## src/rtl/piso_fifo_ser.sv

```systemverilog
// piso_fifo_ser: FIFO-buffered parallel-in/serial-out transmitter on a two-wire scl/sda link
// Each word is framed by a start (sda falls, scl high) and a stop (sda rises, scl high).
module piso_fifo_ser #(
   parameter int WIDTH     = 8,
   parameter int DEPTH     = 4,
   parameter int MSB_FIRST = 1,
   parameter int CLK_DIV   = 2
) (
   input  logic                       sclk,
   input  logic                       rst,
   input  logic                       d_en,
   input  logic [WIDTH-1:0]           data,
   output logic                       d_rdy,
   output logic [$clog2(DEPTH+1)-1:0] fifo_level,
   output logic                       scl,
   output logic                       sda,
   output logic                       busy,
   output logic                       frame_done,
   output logic                       overflow
);
   localparam int AW = $clog2(DEPTH);
   localparam int LW = $clog2(DEPTH+1);
   localparam int PW = CLK_DIV > 1 ? $clog2(CLK_DIV) : 1;
   localparam int IW = $clog2(WIDTH);

   typedef enum logic [2:0] {IDLE, START, BIT_LOW, BIT_HIGH, STOP_LOW, STOP_HIGH} state_t;

   state_t           state_q, state_d;
   logic [PW-1:0]    phase_q, phase_d;
   logic [IW-1:0]    idx_q, idx_d;
   logic [WIDTH-1:0] shift_q, shift_d;
   logic [WIDTH-1:0] mem_q [DEPTH];
   logic [AW-1:0]    wr_q, rd_q;
   logic [LW-1:0]    count_q, count_d;
   logic             scl_q, scl_d, sda_q, sda_d, busy_q, busy_d;
   logic             done_q, done_d, ovf_q, ovf_d, rdy_q, rdy_d;
   logic             full, push, pop, last_phase;

   assign full       = count_q == LW'(DEPTH);
   assign push       = d_en & ~full;
   assign pop        = (state_q == IDLE) && (count_q != '0);
   assign last_phase = phase_q == PW'(CLK_DIV-1);

   always_comb begin
      state_d = state_q;
      phase_d = (last_phase || state_q == IDLE) ? '0 : phase_q + PW'(1);
      idx_d   = idx_q;
      shift_d = shift_q;
      case (state_q)
         IDLE: if (pop) begin
            state_d = START;
            shift_d = mem_q[rd_q];
         end
         START: if (last_phase) begin
            state_d = BIT_LOW;
            idx_d   = '0;
         end
         BIT_LOW: if (last_phase) state_d = BIT_HIGH;
         BIT_HIGH: if (last_phase) begin
            if (idx_q == IW'(WIDTH-1)) state_d = STOP_LOW;
            else begin
               state_d = BIT_LOW;
               idx_d   = idx_q + IW'(1);
               shift_d = MSB_FIRST != 0 ? shift_q << 1 : shift_q >> 1;
            end
         end
         STOP_LOW:  if (last_phase) state_d = STOP_HIGH;
         STOP_HIGH: if (last_phase) state_d = IDLE;
         default:   state_d = IDLE;
      endcase
      // line levels are registered from the next state so they change exactly on state entry
      scl_d   = !(state_d == BIT_LOW || state_d == STOP_LOW);
      sda_d   = state_d == IDLE     ? 1'b1 :
                state_d == BIT_LOW  ? (MSB_FIRST != 0 ? shift_d[WIDTH-1] : shift_d[0]) :
                state_d == BIT_HIGH ? sda_q : 1'b0;
      busy_d  = state_d != IDLE;
      done_d  = (state_q == STOP_HIGH) && (state_d == IDLE);
      count_d = count_q + LW'(push) - LW'(pop);
      rdy_d   = count_d != LW'(DEPTH);
      ovf_d   = ovf_q | (d_en & full);
   end

   always_ff @(posedge sclk) begin
      if (rst) begin
         state_q <= IDLE;
         phase_q <= '0;
         idx_q   <= '0;
         shift_q <= '0;
         wr_q    <= '0;
         rd_q    <= '0;
         count_q <= '0;
         scl_q   <= 1'b1;
         sda_q   <= 1'b1;
         busy_q  <= 1'b0;
         done_q  <= 1'b0;
         ovf_q   <= 1'b0;
         rdy_q   <= 1'b1;
      end else begin
         state_q <= state_d;
         phase_q <= phase_d;
         idx_q   <= idx_d;
         shift_q <= shift_d;
         wr_q    <= push ? wr_q + AW'(1) : wr_q;
         rd_q    <= pop ? rd_q + AW'(1) : rd_q;
         count_q <= count_d;
         scl_q   <= scl_d;
         sda_q   <= sda_d;
         busy_q  <= busy_d;
         done_q  <= done_d;
         ovf_q   <= ovf_d;
         rdy_q   <= rdy_d;
      end
   end

   always_ff @(posedge sclk) begin
      if (push) mem_q[wr_q] <= data;
   end

   assign d_rdy      = rdy_q;
   assign fifo_level = count_q;
   assign scl        = scl_q;
   assign sda        = sda_q;
   assign busy       = busy_q;
   assign frame_done = done_q;
   assign overflow   = ovf_q;
endmodule
```

## config.mk

```make
export PLATFORM = sky130hd
export DESIGN_NAME = piso_fifo_ser
export DESIGN_NICKNAME = d
export VERILOG_FILES = /design/src/rtl/piso_fifo_ser.sv
export SDC_FILE = /design/constraint.sdc
export NUM_CORES = 1
export LEC_CHECK = 0
export BUFFER_PORTS_ARGS = -buffer_cell sky130_fd_sc_hd__buf_2
export CAP_MARGIN = 25
export CORE_MARGIN = 8
export CORE_UTILIZATION = 25
export CTS_CLUSTER_DIAMETER = 60
export CTS_CLUSTER_SIZE = 16
export DETAILED_ROUTE_END_ITERATION = 8
export HOLD_SLACK_MARGIN = 0.06
export PLACE_DENSITY = 0.41
export SETUP_SLACK_MARGIN = 0.4
export SYNTH_ARGS = -nofsm -noshare
export SYNTH_HDL_FRONTEND = slang
export SYNTH_SLANG_ARGS = --single-unit
```

## constraint.sdc

```tcl
create_clock -name sclk -period 3.3 [get_ports sclk]
set_clock_uncertainty 0.15 [all_clocks]
set_input_delay 0.33 -clock sclk [delete_from_list [all_inputs] [get_ports sclk]]
set_output_delay 0.33 -clock sclk [all_outputs]
set_load 0.05 [all_outputs]
```

==> results.sh <==
export IMPL_status="completed"
export IMPL_rr_worst_depth=11
export IMPL_maxSlewViolCount=0
export IMPL_cts_max_path_buffers=2
export IMPL_layout_common_cells="32 x edfxtp_1, 30 x dfxtp_1, 19 x buf_2"
export IMPL_swShare_pct=33.6
export IMPL_drc_errors=0
export IMPL_avgSynthCellArea_um2=13.4
export IMPL_ir_drop_uv=218
export IMPL_post_cts_buffers=0
export IMPL_hold_violations=0
export IMPL_rows=36
export IMPL_pre_cts_ws_ps=525
export IMPL_fin_ws_ps=583
export IMPL_grt_pass1_wl_um=8000
export IMPL_min_path_cells=1
export IMPL_maxCapViolations=0
export IMPL_pwr_share_clk_pct=29.2
export IMPL_power_density_mw_per_mm2=833
export IMPL_multiInputGateArea_um2=892
export IMPL_ys_seq_elements=62
export IMPL_endpoint_kind="flop"
export IMPL_tns_ps=0
export IMPL_yosysSeqAreaShare_pct=61.6
export IMPL_cts_root_buffer="clkbuf_8"
export IMPL_cts_inserted_buffers=9
export IMPL_finalWeightedCongestion=0.685
export IMPL_worstSetupStartpointType="flop"
export IMPL_setup_violations_final=0
export IMPL_path_clk_slew_ps=80
export IMPL_vias=1521
export IMPL_tightest_slew_ps=560
export IMPL_p_comb_share_pct=28.1
export IMPL_cp_arrival_ps=2800
export IMPL_p_leak_nw=1.08
export IMPL_num_fill_cells=1021
export IMPL_dieArea_mm2=0.0136
export IMPL_cts_tree="yes"
export IMPL_fmax_ghz=0.368
export IMPL_post_place_cells=333
export IMPL_post_route_period_util_pct=82.3
export IMPL_register_area_mm2=0.00156
export IMPL_nets=238
export IMPL_die_h_um=117
export IMPL_stdcell_count=356
export IMPL_die_w_um=117
export IMPL_final_antenna_net_count=0
export IMPL_syn_instance_count=189
export IMPL_final_min_clock_period_ps=2720
export IMPL_grt_start_max_net_pins=28
export IMPL_diodes=0
export IMPL_clock_latency_ps=340
export IMPL_placed_cell_area_mm2=0.00276
export IMPL_grtUsageTotal_pct=7.90
export IMPL_rsz0062_at_grt="false"
export IMPL_cp_required_ps=3380
export IMPL_path_class="flop to flop"
export IMPL_vias_per_cell=4.27
export IMPL_crit_fanout=10
export IMPL_io_pins=20
export IMPL_firstDrtPassIters=5
export IMPL_final_util_pct=31.1
export IMPL_coreArea_mm2=0.00982
export IMPL_wire_per_inst_um=13.4
export IMPL_cts_sinks=62
export IMPL_overflow=0
export IMPL_wirelength_um=4780
export IMPL_syn_nets=209
export IMPL_hpwl_um=3260
export IMPL_antenna_found_initial=0
export IMPL_initial_core_util_pct=25.8
export IMPL_drt_initial_drc_count=86
export IMPL_yosysWarningCount=0
export IMPL_final_common_cell="edfxtp_1"
export IMPL_first_global_vias=1562
export IMPL_finalInstanceArea_mm2=0.00305
export IMPL_ys_types=43
export IMPL_layout_drive_gt1_share_pct=24.2
export IMPL_placement_io_buffers=19
export IMPL_seq_power_share_pct=42.8
export IMPL_relSlewSlack_pct=62.6
export IMPL_synth_area_mm2=0.00253
export IMPL_syn_to_final_growth_pct=20.4
export IMPL_cts_htree_levels=3
export IMPL_switching_power_mw=0.853
export IMPL_p_int_mw=1.69
export IMPL_hold_path_class="primary input to flop"
flip-flops by register name, indices dropped and copies added, names as in the netlist, named ones only:
signal      count
mem_q          32
shift_q         8
fifo_level      3
idx_q           3
state_q         3
rd_q            2
wr_q            2
busy            1
d_rdy           1
frame_done      1
last_phase      1
overflow        1
scl             1
sda             1
cells in the mapped netlist, drive strengths merged:
library cell / number / area share, %
a211oi: 1 / 0.30
a21boi: 1 / 0.30
a21o: 1 / 0.30
a21oi: 12 / 2.4
a221oi: 2 / 1.2
a22oi: 6 / 1.8
a31oi: 2 / 0.49
and2: 4 / 0.99
buf: 5 / 1.4
clkbuf: 5 / 0.79
dfxtp: 30 / 24
edfxtp: 32 / 38
fa: 1 / 0.79
ha: 8 / 3.9
inv: 8 / 1.2
mux2i: 3 / 1.2
mux4: 8 / 7.1
nand2: 10 / 1.7
nand3: 10 / 2.0
nand4: 2 / 0.49
nor2: 13 / 1.9
nor2b: 4 / 1.3
nor3: 3 / 1.0
nor3b: 2 / 0.79
nor4: 1 / 0.25
nor4b: 2 / 0.69
o211ai: 1 / 0.30
o21ai: 1 / 0.20
o21ba: 1 / 0.39
o21bai: 1 / 0.30
or3: 1 / 0.25
or3b: 2 / 0.69
or4: 1 / 0.30
xnor2: 4 / 1.4
xor2: 1 / 0.35
metal layers:
metal | vias to the layer above | wire [um] | GRT usage [%]
met1 | 732 | 2310 | 9.53
li1 | 754 | - | -
met5 | - | 0 | 0
met2 | 27 | 2190 | 12.2
met3 | 8 | 171 | 2.28
met4 | 0 | 104 | 4.86
timing repair:
action,in CTS,in global routing
hold buffers,7,0
resized for setup,0,1
endpoints found under the setup margin,0,1
endpoints found under the hold margin,23,0
cells by family after synthesis:
family	synth area share, %
multiplexers	8.29
adder cells (fa/ha/maj)	4.74
AO/OA/AOI/OAI	7.90
XOR/XNOR	1.73
AND/OR/NAND/NOR	12.3
buffers and inverters	3.41
flip-flops	61.6
worst max-delay path: stages, from the launching register on:
cell and delay (ps):
dfxtp_1 350, or3_1 480, nand2_4 180, inv_2 120, ha_1 290, inv_1 40, ha_1 180, fa_1 380
xnor2_1 190, xnor2_1 80, nor2_1 110, nand2_1 60
per-stage QoR:
stage / power [mW] / hold WS [ps]
floorplan: 1.66 / 279
global placement: 1.82 / 300
detailed placement: 1.82 / 309
CTS: 2.57 / 67.7
global route: 2.70 / 67.3
finish: 2.54 / 74.4
cell type report:
cell class                 count  share of cell area [%]
sequential                    62                    51.2
multi-input combinational    109                    29.2
timing repair buffer          28                    5.90
tap                          133                    5.45
clock buffer                   9                    4.06
clock inverter                 7                    3.20
inverter                       8                   0.984
power by group through the flow:
stage | Clock, mW | Sequential, mW | Combinational [mW]
after floorplan | 0 | 1.14 | 0.522
after global placement | 0 | 1.11 | 0.715
after detailed placement | 0 | 1.11 | 0.711
after CTS | 0.761 | 1.09 | 0.720
after global routing | 0.795 | 1.11 | 0.795
final | 0.741 | 1.09 | 0.713
path summary, 6_finish.rpt:
check | from | to | slack, ps
worst max-delay path | fifo_level[1]$_SDFF_PP0_ | d_rdy$_SDFF_PP1_ | 580
worst min-delay path | data[5] | mem_q[0][5]$_DFFE_PP_ | 70
worst max register to register | fifo_level[1]$_SDFF_PP0_ | d_rdy$_SDFF_PP1_ | 580
worst min register to register | shift_q[2]$_SDFFE_PP0P_ | shift_q[2]$_SDFFE_PP0P_ | 320
No activity file was read; power rests on OpenSTA's default activity.
